[config.mk]
export PLATFORM = sky130hd
export DESIGN_NAME = tinyqv_fetch_buffer
export DESIGN_NICKNAME = d
export VERILOG_FILES = /design/src/rtl/tinyqv_fetch_buffer.sv
export SDC_FILE = /design/constraint.sdc
export NUM_CORES = 1
export LEC_CHECK = 0
export ABC_AREA = 1
export CORE_MARGIN = 3
export CORE_UTILIZATION = 37
export DETAILED_ROUTE_END_ITERATION = 7
export SLEW_MARGIN = 25
export SYNTH_ARGS = -nofsm -noshare
export SYNTH_HDL_FRONTEND = slang
export SYNTH_SLANG_ARGS = --single-unit
[constraint.sdc]
create_clock -name clk -period 6.4 [get_ports clk]
set_input_delay 1.28 -clock clk [delete_from_list [all_inputs] [get_ports clk]]
set_output_delay 1.28 -clock clk [all_outputs]
set_load 0.03 [all_outputs]
[src/rtl/tinyqv_fetch_buffer.sv]
// tinyqv_fetch_buffer
// Instruction prefetch buffer between the QSPI controller's instruction port
// and the CPU decoder. Halfwords returned by the controller are queued in a
// small FIFO and presented to the decoder as complete instructions with PC.
// A jump flushes the FIFO and redirects the fetch stream.
//
// Optional feature macro: TQV_FETCH_RVC_EN
//   defined   : 16-bit compressed and 32-bit instructions are assembled.
//   undefined : every instruction is treated as 32 bits.
module tinyqv_fetch_buffer #(
  parameter int          DEPTH      = 4,
  parameter logic [22:0] RESET_ADDR = 23'h000000
) (
  input  logic        clk,
  input  logic        rst,
  input  logic        jump,
  input  logic [22:0] jump_addr,
  input  logic        instr_take,
  output logic        instr_valid,
  output logic [31:0] instr_out,
  output logic [22:0] instr_pc,
  output logic [22:0] instr_addr,
  output logic        instr_fetch_restart,
  output logic        instr_fetch_stall,
  input  logic        instr_fetch_started,
  input  logic        instr_fetch_stopped,
  input  logic [15:0] instr_data,
  input  logic        instr_ready
);

  localparam int PW = $clog2(DEPTH);
  localparam int CW = $clog2(DEPTH + 1);

  typedef enum logic [1:0] {
    ST_IDLE = 2'd0,
    ST_REQ  = 2'd1,
    ST_RUN  = 2'd2
  } state_t;

  state_t        state;
  logic [15:0]   fifo [DEPTH];
  logic [PW-1:0] rd_ptr;
  logic [PW-1:0] wr_ptr;
  logic [CW-1:0] count;
  logic [22:0]   fetch_addr;
  logic [22:0]   pc;

  logic [15:0]   head;
  logic [15:0]   head_nxt;
  logic          is_rvc;
  logic          full;
  logic          push_en;
  logic          pop_en;
  logic [CW-1:0] pop_amt;

  assign head     = fifo[rd_ptr];
  assign head_nxt = fifo[rd_ptr + PW'(1)];
  assign full     = (count == CW'(DEPTH));

`ifdef TQV_FETCH_RVC_EN
  assign is_rvc = (head[1:0] != 2'b11);
`else
  assign is_rvc = 1'b0;
`endif

  // Written so that an uninitialised head never leaks into valid when empty.
  assign instr_valid = (count >= CW'(2)) || ((count == CW'(1)) && is_rvc);
  assign instr_out   = !instr_valid ? 32'h0 :
                       is_rvc       ? {16'h0, head} :
                                      {head_nxt, head};

  assign instr_pc          = pc;
  assign instr_addr        = fetch_addr;
  assign instr_fetch_stall = full;

  // Halfwords are only taken while a fetch is streaming; a full FIFO drops them.
  assign push_en = (state == ST_RUN) && instr_ready && !jump && !full;
  assign pop_en  = instr_take && instr_valid && !jump;
  assign pop_amt = !pop_en ? '0 : (is_rvc ? CW'(1) : CW'(2));

  // Fetch sequencing: request, stream, and re-request after pre-emption or jump.
  always_ff @(posedge clk) begin
    if (rst) begin
      state               <= ST_IDLE;
      instr_fetch_restart <= 1'b0;
    end else if (jump) begin
      state               <= ST_REQ;
      instr_fetch_restart <= 1'b1;
    end else begin
      case (state)
        ST_IDLE: begin
          if (!full) begin
            state               <= ST_REQ;
            instr_fetch_restart <= 1'b1;
          end
        end
        ST_REQ: begin
          if (instr_fetch_started) begin
            state               <= ST_RUN;
            instr_fetch_restart <= 1'b0;
          end
        end
        ST_RUN: begin
          if (instr_fetch_stopped) begin
            state <= ST_IDLE;
          end
        end
        default: begin
          state               <= ST_IDLE;
          instr_fetch_restart <= 1'b0;
        end
      endcase
    end
  end

  // FIFO bookkeeping, fetch address and PC; a jump flushes and redirects.
  always_ff @(posedge clk) begin
    if (rst) begin
      rd_ptr     <= '0;
      wr_ptr     <= '0;
      count      <= '0;
      fetch_addr <= RESET_ADDR;
      pc         <= RESET_ADDR;
    end else if (jump) begin
      rd_ptr     <= '0;
      wr_ptr     <= '0;
      count      <= '0;
      fetch_addr <= jump_addr;
      pc         <= jump_addr;
    end else begin
      count      <= count + CW'(push_en) - pop_amt;
      rd_ptr     <= rd_ptr + pop_amt[PW-1:0];
      wr_ptr     <= wr_ptr + PW'(push_en);
      fetch_addr <= fetch_addr + 23'(push_en);
      pc         <= pc + 23'(pop_amt);
    end
  end

  // Halfword storage; contents are qualified by count so need no reset.
  always_ff @(posedge clk) begin
    if (push_en) begin
      fifo[wr_ptr] <= instr_data;
    end
  end

endmodule

==> results of run 1 <==
[cells by family after synthesis]
group	share of synthesized area, %
compound gates	8.08
xor+xnor	1.62
fa+ha+maj	1.85
buf+inv	5.76
flops	55.9
simple gates	26.8
[final timing paths]
path,slack [ns],start,depth (start not counted),end
setup / recovery,2.29,rd_ptr[1],5,instr_out[4]
hold / removal,0.47,instr_pc[0],2,instr_pc[0]
setup reg to reg,3.87,count[1],14,instr_pc[13]
hold reg to reg,0.47,instr_pc[0],2,instr_pc[0]
[layout make-up]
cell class              count  area share (%)
multi-input cells         432            28.3
flip-flops and latches    119            40.8
repair buffers            133            17.7
inverters                  62            3.14
well taps                 180            3.04
clock buffers              21            5.94
clock inverters            11            1.13
[state kept, by name, summed over array words and instances, names as in the netlist]
signal	count
state	2
wr_ptr	2
count	3
instr_pc	23
instr_addr	23
rd_ptr	1
instr_fetch_restart	1
fifo	64
[routing by layer]
metal | wire length [um] | up-vias | part of all wire [%]
met1 | 6320 | 2101 | 45
met2 | 6490 | 148 | 46
met4 | 186 | 0 | 1.3
met3 | 1060 | 17 | 7.5
met5 | 0 | - | 0
li1 | - | 2348 | -
[power breakdown]
part           switching [mW]  total (mW)  internal (mW)
sequential             0.0243       0.848          0.824
clock                   0.318       0.843          0.525
combinational          0.0862       0.156         0.0703
[worst max-delay path: cells and delay by family, from the launching register on]
family	cells	cell delay [ns]
buffers and inverters	3	1.75
and+or+nand+nor	1	0.25
AOI/OAI and AO/OA	1	0.10
DFF	1	0.30
[cell usage after synthesis (4+ instances only)]
cell type / n
a21oi_1: 40
buf_2: 9
clkbuf_1: 9
dfxtp_1: 55
edfxtp_1: 64
ha_1: 8
inv_1: 61
nand2_1: 209
nand2_2: 4
nand3_1: 38
nand4_1: 10
nor2_1: 47
nor2_2: 7
nor2_4: 7
nor3_1: 4
o21ai_0: 22
o21bai_1: 4
o22ai_1: 13
xnor2_1: 5
xor2_1: 5
[cell usage in the layout, fill, tap and decap left out, types with 9 or more instances in the layout]
cell type / n
inv_1: 61
nand3_1: 38
nand2_1: 209
clkbuf_16: 17
clkdlybuf4s50_1: 126
o22ai_1: 13
nor2_1: 45
nor2_2: 9
a21oi_1: 40
nand4_1: 10
edfxtp_1: 64
dfxtp_1: 55
o21ai_0: 22
[stage by stage]
stage / hold slack, ns / setup slack, ns / cell area (um^2)
detailed placement: 0.463 / 2.59 / 6890
global placement: 0.446 / 2.64 / 6890
finish: 0.467 / 2.29 / 7420
floorplan: 0.451 / 3.26 / 5410
CTS: 0.477 / 2.25 / 7420
global route: 0.502 / 2.03 / 7420
==> results_dict.tcl, run 1 <==
set metrics [dict create \
    skew_ns 0.00596 \
    antenna_found_initial 0 \
    cts_resized 0 \
    fin_setup_tns_ns 0 \
    ys_seq_elements 119 \
    postRouteWirelength_mm 14.0 \
    dr.pass1.iters 4 \
    insertion_delay_ns 0.41 \
    hold_viol 0 \
    synth_area_per_cell_um2 8.57 \
    vias_per_cell 4.82 \
    cp.required_ns 5.12 \
    grt_pass1_wl_mm 23.2 \
    n_fill_cell 1326 \
    use_met3_pct 5.98 \
    dp.cells 926 \
    rsz0062_at_grt "no" \
    core_um2 14100 \
    synth_edf_count 64 \
    clk_pin_slew_worst_paths_ns 0.05 \
    synth_cell_types 28 \
    max-cap-violations 0 \
    status "complete, no violations" \
    cts_tree "built" \
    synthFlopType "edfxtp_1" \
    crit_slowest_cell "clkinv_1" \
    yosys-top-cells-area "edfxtp_1, dfxtp_1, nand2_1" \
    grtUsageMet1_pct 23.4 \
    worst_pin_slew_ns 0.943 \
    wl_per_cell_um 14.7 \
    multi_input_area_um2 2100 \
    overflow 0 \
    grtUsageTotal_pct 18.1 \
    die_width_um 127 \
    drv_slew 0 \
    synth_fp_nets 685 \
    cp_slowest_stage_delay_ns 0.80 \
    min_path_type "reg -> reg" \
    min_period_ns 4.11 \
    leakage_nw 2.85 \
    synth_warnings 0 \
    grt_use_met2_pct 28.7 \
    clockBufferDepth 2 \
    dp_hpwl_mm 9.98 \
    cts_num_sinks 119 \
    die_h_um 127 \
    vias 4614 \
    route.detailed.drc 0 \
    grt-busiest-layer "met2" \
    cts_buffers 17 \
    finalPower_mw 1.85 \
    start_util_pct 38.4 \
    post_cts_buffers 0 \
    instances_no_fill 958 \
    fin_crit_sh_pct 64.2 \
    core.rowCount 43 \
    grt_pass1_vias 4640 \
    start_kind "flop" \
    slew_headroom_pct 36.9 \
    nets 819 \
    cts_hold_buf 0 \
    path_class "reg -> out" \
    arrival_ns 2.83 \
    fin_util_pct 52.6 \
    antenna_cells 0 \
    async_reset_ff_share_pct 0 \
    io_buffers 126 \
    die-area_um2 16100 \
    ant_nets 0 \
    synth_top_area_share_pct 35.5 \
    yosysTopAreaCell "edfxtp_1" \
    htreeDepth 4 \
    yosysSeqAreaShare_pct 55.9 \
    drtIter0Drc 319 \
    ios 127 \
    endpoint_kind "primary output" \
    layout-drive-gt1-share_pct 7.58 \
    area_delta_synth_final_pct 37.2 \
    regArea_um2 3020 \
    ir_drop_mv 0.158 \
    crit_fanout 34 \
    synthCells 631 \
    cp_cell_sequence "buf_4 > clkinv_1 > nand2_1 > a21oi_1 > clkdlybuf4s50_1" \
    place.gp.congestion 0.859 \
    fmax_mhz 244 \
    cts-root-buf "clkbuf_16" \
    grt_max_degree 43 \
    p_per_area_nw_per_um2 249 \
    setup_viol 0 \
    syn_area_um2 5410 \
]
No activity file was read; power rests on OpenSTA's default activity.
==> run 2, diff against run 1 <==
==> constraint.sdc (replaced) <==
create_clock -name clk -period 3.8 [get_ports clk]
set_input_delay 0.76 -clock clk [delete_from_list [all_inputs] [get_ports clk]]
set_output_delay 0.76 -clock clk [all_outputs]
set_load 0.03 [all_outputs]
==> run 2 against run 1 <==
Net effect: combinational power rose by 69%; sequential power rose by 69%; largest cell class unchanged; core utilization rose by 0.40 points; via count rose by 2.3%; register-to-register slack got worse by 2.7 ns; clock power rose by 86%; die area did not move; total power rose by 77%; sequential cell count did not move; first-iteration DRC count rose by 11%; largest power group is now the clock network; critical path type unchanged; clock skew rose by 0.0046 ns.
==> results_dict.tcl, run 2 (same netlist as run 1, synthesis figures left out) <==
set metrics [dict create \
    vias_per_cell 4.92 \
    hold_slack_ns 0.473 \
    n_fill_cell 1337 \
    overflow 0 \
    die_width_um 127 \
    route.detailed.drc 0 \
    layout-drive-gt1-share_pct 7.83 \
    top_layer_used "met4" \
    cts-root-buf "clkbuf_16" \
    hold_viol 0 \
    top_register "fifo" \
    place.gp.congestion 0.857 \
    final_common_cell "nand2_1" \
    min_path_type "reg -> reg" \
    wl_per_cell_um 15.1 \
    core.rowCount 43 \
    insertion_delay_ns 0.41 \
    status "complete, no violations" \
    core_um2 14100 \
    drtIter0Drc 354 \
    rsz0062_at_grt "no" \
    fmax_mhz 333 \
    postRouteWirelength_mm 14.4 \
    ios 127 \
    path_class "reg -> out" \
    area_delta_synth_final_pct 38.2 \
    dr_wl_met2_mm 6.74 \
    wl_met3_mm 1.13 \
    dr.pass1.iters 4 \
    max-cap-violations 0 \
    clockBufferDepth 2 \
    skew_ns 0.0105 \
    slew_headroom_pct 51.6 \
    cts_resized 0 \
    post_cts_buffers 0 \
    die_h_um 127 \
    setup_viol 0 \
    vias 4719 \
    grtUsageTotal_pct 18.3 \
    final_cell_mix "nand2_1, clkdlybuf4s50_1, edfxtp_1" \
    cts_tree "built" \
    worst_pin_slew_ns 0.725 \
    ant_nets 0 \
    grt_pass1_wl_mm 23.1 \
    die-area_um2 16100 \
    cts_num_sinks 119 \
    wirelength_met1_mm 6.38 \
    min_period_ns 3.01 \
    cts_hold_buf 0 \
    fin_crit_sh_pct 79.1 \
    leakage_nw 2.88 \
    antenna_found_initial 0 \
    clk_pin_slew_worst_paths_ns 0.06 \
    nets 820 \
    start_util_pct 38.4 \
    cp.required_ns 3.04 \
    crit_fanout 34 \
    p_per_area_nw_per_um2 437 \
    drv_slew 0 \
    dp_hpwl_mm 10.0 \
    start_kind "flop" \
    io_buffers 126 \
    fin_setup_tns_ns 0 \
    grt_max_degree 42 \
    largest_reg_flops 64 \
    ir_drop_mv 0.253 \
    arrival_ns 2.25 \
    htreeDepth 4 \
    grt_pass1_vias 4627 \
    endpoint_kind "primary output" \
    antenna_cells 0 \
    cts_buffers 17 \
]
## run 2: final cells by class
type	instances	area, um^2	area share (%)
Clock buffer	22	444	5.94
Multi-Input combinational cell	432	2100	28.1
Tap cell	180	225	3.01
Inverter	62	233	3.11
Clock inverter	10	129	1.72
Sequential cell	119	3020	40.5
Timing Repair Buffer	134	1320	17.7
## run 2: layer usage
metal	GRT usage (%)	up-vias
met3	6.27	18
met2	30.4	154
li1	-	2352
met4	6.06	0
met5	0	-
met1	22.2	2195
## run 2: per-stage QoR
step                setup slack, ns  cells  area, um^2  util (%)  power, mW
floorplan                      1.18    631        5410         -       1.57
global placement              0.676    927        6900      48.9       1.71
detailed placement            0.547    927        6900      48.9       1.72
CTS                           0.467    959        7470      53.0       3.29
global route                  0.652    959        7470      53.0       3.37
finish                        0.794    959        7470      53.0       3.26
## run 2: power breakdown
part	leakage (nW)	total (mW)	internal (mW)	switching, mW
sequential	1.03	1.43	1.39	0.0418
combinational	1.58	0.264	0.119	0.145
clock	0.277	1.57	1.02	0.546
total	2.88	3.26	2.53	0.733
## run 2: worst max-delay path, stage by stage, from the launching register on
cell             delay, ns
dfxtp_1               0.31
inv_2                 0.45
nand2_1               0.11
a21oi_1               0.24
clkdlybuf4s50_1       0.72
## run 2: worst paths after layout
| check | from | to | slack (ns) | cells past startpoint |
|---|---|---|---|---|
| worst min register to register | instr_pc[0] | instr_pc[0] | 0.47 | 2 |
| worst max-delay path | rd_ptr[1] | instr_out[10] | 0.79 | 4 |
| worst min-delay path | instr_pc[0] | instr_pc[0] | 0.47 | 2 |
| worst max register to register | count[1] | instr_pc[13] | 1.21 | 14 |
